File: config.mk
export PLATFORM = sky130hd
export DESIGN_NAME = pipe_hazard_ctl
export DESIGN_NICKNAME = d
export VERILOG_FILES = /design/src/rtl/pipe_ctl_pkg.sv /design/src/rtl/fwd_unit.sv /design/src/rtl/pipe_hazard_ctl.sv
export SDC_FILE = /design/constraint.sdc
export NUM_CORES = 1
export LEC_CHECK = 0
export BUFFER_PORTS_ARGS = -buffer_cell sky130_fd_sc_hd__buf_2
export CORE_MARGIN = 2
export CORE_UTILIZATION = 45
export DETAILED_ROUTE_END_ITERATION = 6
export GPL_TIMING_DRIVEN = 0
export PLACE_DENSITY = 0.79
export SYNTH_ARGS = -nofsm -noshare
export SYNTH_HDL_FRONTEND = slang
export SYNTH_SLANG_ARGS = --single-unit
File: constraint.sdc
create_clock -name clk -period 2.5 [get_ports clk]
set_input_delay 0.5 -clock clk [delete_from_list [all_inputs] [get_ports clk]]
set_output_delay 0.5 -clock clk [all_outputs]
set_load 0.02 [all_outputs]
File: src/rtl/pipe_ctl_pkg.sv
// Shared types and constants for the pipeline hazard controller: FSM state
// encoding, forwarding-select codes and the stall statistic width.
package pipe_ctl_pkg;

    typedef enum logic [1:0] {
        ST_RUN   = 2'd0,
        ST_STALL = 2'd1,
        ST_FLUSH = 2'd2
    } state_e;

    localparam logic [1:0] FWD_REG = 2'b00;
    localparam logic [1:0] FWD_WB  = 2'b01;
    localparam logic [1:0] FWD_MEM = 2'b10;

    localparam int STALL_CNT_W = 16;

    // Register 0 is hard-wired to zero, so it can never carry a dependency.
    function automatic logic reg_match(input logic [4:0] dst, input logic [4:0] src);
        return (dst != 5'd0) && (dst == src);
    endfunction

endpackage

File: src/rtl/fwd_unit.sv
// ALU operand forwarding select: EX/MEM result beats MEM/WB result when both
// target the register an EX-stage instruction reads.
module fwd_unit
    import pipe_ctl_pkg::*;
(
    input  logic [4:0] ex_rs_i,
    input  logic [4:0] ex_rt_i,
    input  logic [4:0] mem_dest_i,
    input  logic       mem_regwrite_i,
    input  logic [4:0] wb_dest_i,
    input  logic       wb_regwrite_i,
    output logic [1:0] fwd_a_o,
    output logic [1:0] fwd_b_o
);

    function automatic logic [1:0] select(input logic [4:0] src);
        if (mem_regwrite_i && reg_match(mem_dest_i, src)) return FWD_MEM;
        if (wb_regwrite_i && reg_match(wb_dest_i, src))   return FWD_WB;
        return FWD_REG;
    endfunction

    assign fwd_a_o = select(ex_rs_i);
    assign fwd_b_o = select(ex_rt_i);

endmodule

File: src/rtl/pipe_hazard_ctl.sv
// Pipeline hazard controller: load-use / RAW stall FSM, branch flush and a
// saturating stall counter. Define HAZ_FORWARD_EN to enable ALU forwarding.
module pipe_hazard_ctl
    import pipe_ctl_pkg::*;
(
    input  logic                   clk,
    input  logic                   rst_n,
    input  logic [4:0]             id_rs,
    input  logic [4:0]             id_rt,
    input  logic [4:0]             ex_rs,
    input  logic [4:0]             ex_rt,
    input  logic [4:0]             ex_dest,
    input  logic                   ex_memread,
    input  logic                   ex_regwrite,
    input  logic [4:0]             mem_dest,
    input  logic                   mem_regwrite,
    input  logic                   mem_branch_taken,
    input  logic [4:0]             wb_dest,
    input  logic                   wb_regwrite,
    output logic                   pc_write,
    output logic                   ifid_write,
    output logic                   ifid_flush,
    output logic                   idex_bubble,
    output logic                   exmem_flush,
    output logic [1:0]             fwd_a,
    output logic [1:0]             fwd_b,
    output logic [STALL_CNT_W-1:0] stall_cycles
);

    localparam logic [STALL_CNT_W-1:0] STALL_MAX = '1;

    state_e                 state_q, state_d;
    logic [1:0]             cnt_q, cnt_d;
    logic [STALL_CNT_W-1:0] stall_cnt_q, stall_cnt_d;
    logic [1:0]             hz;
    logic                   stall;
    logic [1:0]             fwd_a_raw, fwd_b_raw;

`ifdef HAZ_FORWARD_EN
    fwd_unit u_fwd (
        .ex_rs_i        (ex_rs),
        .ex_rt_i        (ex_rt),
        .mem_dest_i     (mem_dest),
        .mem_regwrite_i (mem_regwrite),
        .wb_dest_i      (wb_dest),
        .wb_regwrite_i  (wb_regwrite),
        .fwd_a_o        (fwd_a_raw),
        .fwd_b_o        (fwd_b_raw)
    );

    // With forwarding only a load feeding the next instruction needs a bubble.
    always_comb begin
        hz = 2'd0;
        if (ex_memread && (reg_match(ex_rt, id_rs) || reg_match(ex_rt, id_rt)))
            hz = 2'd1;
    end

    logic unused_inputs;
    assign unused_inputs = ^{ex_dest, ex_regwrite};
`else
    assign fwd_a_raw = FWD_REG;
    assign fwd_b_raw = FWD_REG;

    // Without forwarding the consumer waits until the producer reaches WB.
    always_comb begin
        hz = 2'd0;
        if (ex_regwrite && (reg_match(ex_dest, id_rs) || reg_match(ex_dest, id_rt)))
            hz = 2'd2;
        else if (mem_regwrite && (reg_match(mem_dest, id_rs) || reg_match(mem_dest, id_rt)))
            hz = 2'd1;
    end

    logic unused_inputs;
    assign unused_inputs = ^{ex_rs, ex_rt, ex_memread, wb_dest, wb_regwrite};
`endif

    assign fwd_a = rst_n ? fwd_a_raw : FWD_REG;
    assign fwd_b = rst_n ? fwd_b_raw : FWD_REG;

    // NOTE: every output and next-state value gets a default before any branch,
    // so no path through this block leaves a variable unassigned (no latches).
    always_comb begin
        state_d     = state_q;
        cnt_d       = cnt_q;
        stall       = 1'b0;
        pc_write    = 1'b1;
        ifid_write  = 1'b1;
        ifid_flush  = 1'b0;
        idex_bubble = 1'b0;
        exmem_flush = 1'b0;

        if (!rst_n) begin
            pc_write    = 1'b0;
            ifid_write  = 1'b0;
            ifid_flush  = 1'b1;
            idex_bubble = 1'b1;
            exmem_flush = 1'b1;
            state_d     = ST_RUN;
            cnt_d       = 2'd0;
        end else if (mem_branch_taken) begin
            ifid_flush  = 1'b1;
            idex_bubble = 1'b1;
            exmem_flush = 1'b1;
            state_d     = ST_FLUSH;
            cnt_d       = 2'd0;
        end else begin
            unique case (state_q)
                ST_RUN: begin
                    if (hz != 2'd0) stall = 1'b1;
                    if (hz == 2'd2) begin
                        state_d = ST_STALL;
                        cnt_d   = 2'd1;
                    end
                end
                ST_STALL: begin
                    stall = 1'b1;
                    cnt_d = (cnt_q == 2'd0) ? 2'd0 : cnt_q - 2'd1;
                    if (cnt_q <= 2'd1) state_d = ST_RUN;
                end
                ST_FLUSH: state_d = ST_RUN;
                default:  state_d = ST_RUN;
            endcase

            if (stall) begin
                pc_write    = 1'b0;
                ifid_write  = 1'b0;
                idex_bubble = 1'b1;
            end
        end
    end

    assign stall_cnt_d = (stall && stall_cnt_q != STALL_MAX) ? stall_cnt_q + 1'b1
                                                              : stall_cnt_q;

    // NOTE: state registers use non-blocking assignments so every flop samples
    // the pre-edge values regardless of statement order.
    always_ff @(posedge clk) begin
        if (!rst_n) begin
            state_q     <= ST_RUN;
            cnt_q       <= 2'd0;
            stall_cnt_q <= '0;
        end else begin
            state_q     <= state_d;
            cnt_q       <= cnt_d;
            stall_cnt_q <= stall_cnt_d;
        end
    end

    assign stall_cycles = stall_cnt_q;

endmodule

==> flow_summary.toml <==
[status]
status = "complete, but fails checks"
violations = "design-rule violations"

[yosys]
synthFlopType = "dfxtp_1"
yosys.cell_types.count = 41
synth_top_area_cell = "dfxtp_1"
synth_edf_count = 0
yosysWarningCount = 0
synth-seq-cells = 20
syn_area_per_cell_um2 = 8.35
synthCells = 161
netlist_area_mm2 = 0.00134
synthArstFlopShare = 0
synth_area_leaders = "dfxtp_1, xor2_1, or4_1"
seq_area_frac_synth = 0.298
synth_top_area_share = 0.298

[detailed_routing]
num_vias = 1364
drt-total-wl_mm = 3.38
viasPerCell = 5.57
first_pass_iters = 6
drc_errors = 2
ant_nets = 0
drtIter0Drc = 54
wire_per_inst_um = 13.8

[critical_path]
endpoint_kind = "primary output"
crit_chain = "buf_4 > or4_4 > o21ai_4 > o221a_1 > buf_6 > nor2_4 > nor2_4 > buf_6 > buf_6"
slowest_delay_ps = 520
slowest_stage = "or4_4"
critPathMaxFanout = 3
cp-start-kind = "primary input"
cp.arrival_ps = 1970
crit_type = "in -> out"
cp.required_ps = 2000
crit_buf_inv = 4
cp_top_family = "simple AND/OR/NAND/NOR gates"
crit_path_frequent_cell = "buf_6"

[final_layout]
drive_above_1_share = 0.346
num-fill-cells = 266
antennaDiodeCount = 0
mostFrequentLayoutCells = "buf_2, xor2_1, dfxtp_1"
multi_input_area_um2 = 903
layout.area.seq_um2 = 400
mostFrequentLayoutCell = "buf_2"
final_net_count = 259
area_delta_synth_final_pct = 30.8

[cts]
tritoncts = "done"
ctsHoldBuffers = 0
cts_root_buf = "clkbuf_4"
cts.sinks = 20
cts_buffers = 3
clk_pin_slew_worst_paths_ps = 100
h-tree-depth = 1
worstSkewPairLatency_ps = 300
clk_path_buf_depth = 2

[floorplan]
io_pins = 67
rows = 19
start_util = 0.479
core_mm2 = 0.00281
dieArea_mm2 = 0.00344
fp.dieH_um = 58.6
die-width_um = 58.6

[sta]
holdWs_ps = 472
fin_worst_skew_ps = 8.55
finalMaxSlewViolations = 0
rsz0062_at_grt = "true"
min_period_ps = 2470
fin_ws_ps = 31.5
setup_tns_ps = 0
post-route-period-util = 0.987
timing_hold_violations_final = 0
setup_viol = 0
fmax_mhz = 405

[global_routing]
grtUsageMet1 = 0.271
grt_max_degree = 17
grt.total_usage = 0.194
grt_pass1_wl_mm = 5.24
grt_overflow_total = 0
use_met3 = 0.0396
antenna_found_initial = 0
grt_pass1_vias = 1187
grt.busiest_layer = "met2"
met2_usage = 0.315

[place]
dpl_worst_slack_ps = -286
io_buffers = 45
gp_congestion = 0.821
hpwl_mm = 2.51

[power_and_ir_drop]
p_leak_nw = 0.748
ir_drop_mv = 0.299
power_mw = 0.630
power_density_mw_per_mm2 = 359

[job]
cap_viol_max_count = 0

[hold_path]
hp-class = "in -> reg"
-- per-stage QoR --
step,cell area [um^2],instances,utilization
CTS,1700,245,0.607
floorplan,1380,164,-
global route,1760,245,0.627
global placement,1650,240,0.587
detailed placement,1650,240,0.587
finish,1760,245,0.627
-- per-layer routing --
metal | share of wire | up-vias
met1 | 0.46 | 627
met5 | 0 | -
li1 | - | 693
met4 | 0.0039 | 0
met2 | 0.48 | 42
met3 | 0.057 | 2
-- kinds of logic (layout without fill, tap and decap cells) --
| logic type | Yosys count | count (layout) | synth area share |
|---|---|---|---|
| and+or+nand+nor | 62 | 62 | 0.267 |
| AOI/OAI and AO/OA | 34 | 34 | 0.174 |
| xor gates and xnor gates | 20 | 20 | 0.130 |
| DFF | 20 | 20 | 0.298 |
| buffers and inverters | 18 | 68 | 0.0810 |
| muxes | 5 | 5 | 0.0372 |
| adders and majority gates | 1 | 1 | 0.00931 |
| other | 1 | 4 | 0.00279 |
-- cell usage after synthesis, types with 6 or more instances --
cell type  count
a21oi_1       10
nand2_1        9
buf_4          6
xor2_1        20
dfxtp_1       20
nor2_1         7
nand3_1        8
or4_1          9
o31ai_1        7
-- power by group --
group | switching, mW | total (mW) | internal (mW)
Combinational | 0.0864 | 0.156 | 0.0696
Sequential | 0.00131 | 0.321 | 0.320
Clock | 0.0967 | 0.153 | 0.0563
-- cell type report --
cell class	instances	share of cell area
Buffer	11	0.0484
Multi-Input combinational cell	126	0.514
Tap cell	31	0.0221
Inverter	6	0.0128
Sequential cell	20	0.228
Clock buffer	3	0.0128
Timing Repair Buffer	48	0.162
-- what timing repair did --
action,4_1_cts,5_1_grt
setup endpoints to repair,3,3
resized for setup,5,14
pin swaps,4,2
buffers inserted,3,0
cloned,0,0
-- final timing paths --
kind                         start              end  slack (ps)  depth (start not counted)
setup / recovery        ex_dest[2]         pc_write          30                          9
hold reg to reg           cnt_q[1]         cnt_q[1]         480                          2
hold / removal    mem_branch_taken       state_q[1]         470                          2
setup reg to reg   stall_cycles[6]  stall_cycles[1]         410                          7
-- state kept, by name (all words and copies together), names as in the netlist --
signal and count:
cnt_q 2, stall_cycles 16, state_q 2
Power figures use the tool's default switching activity.
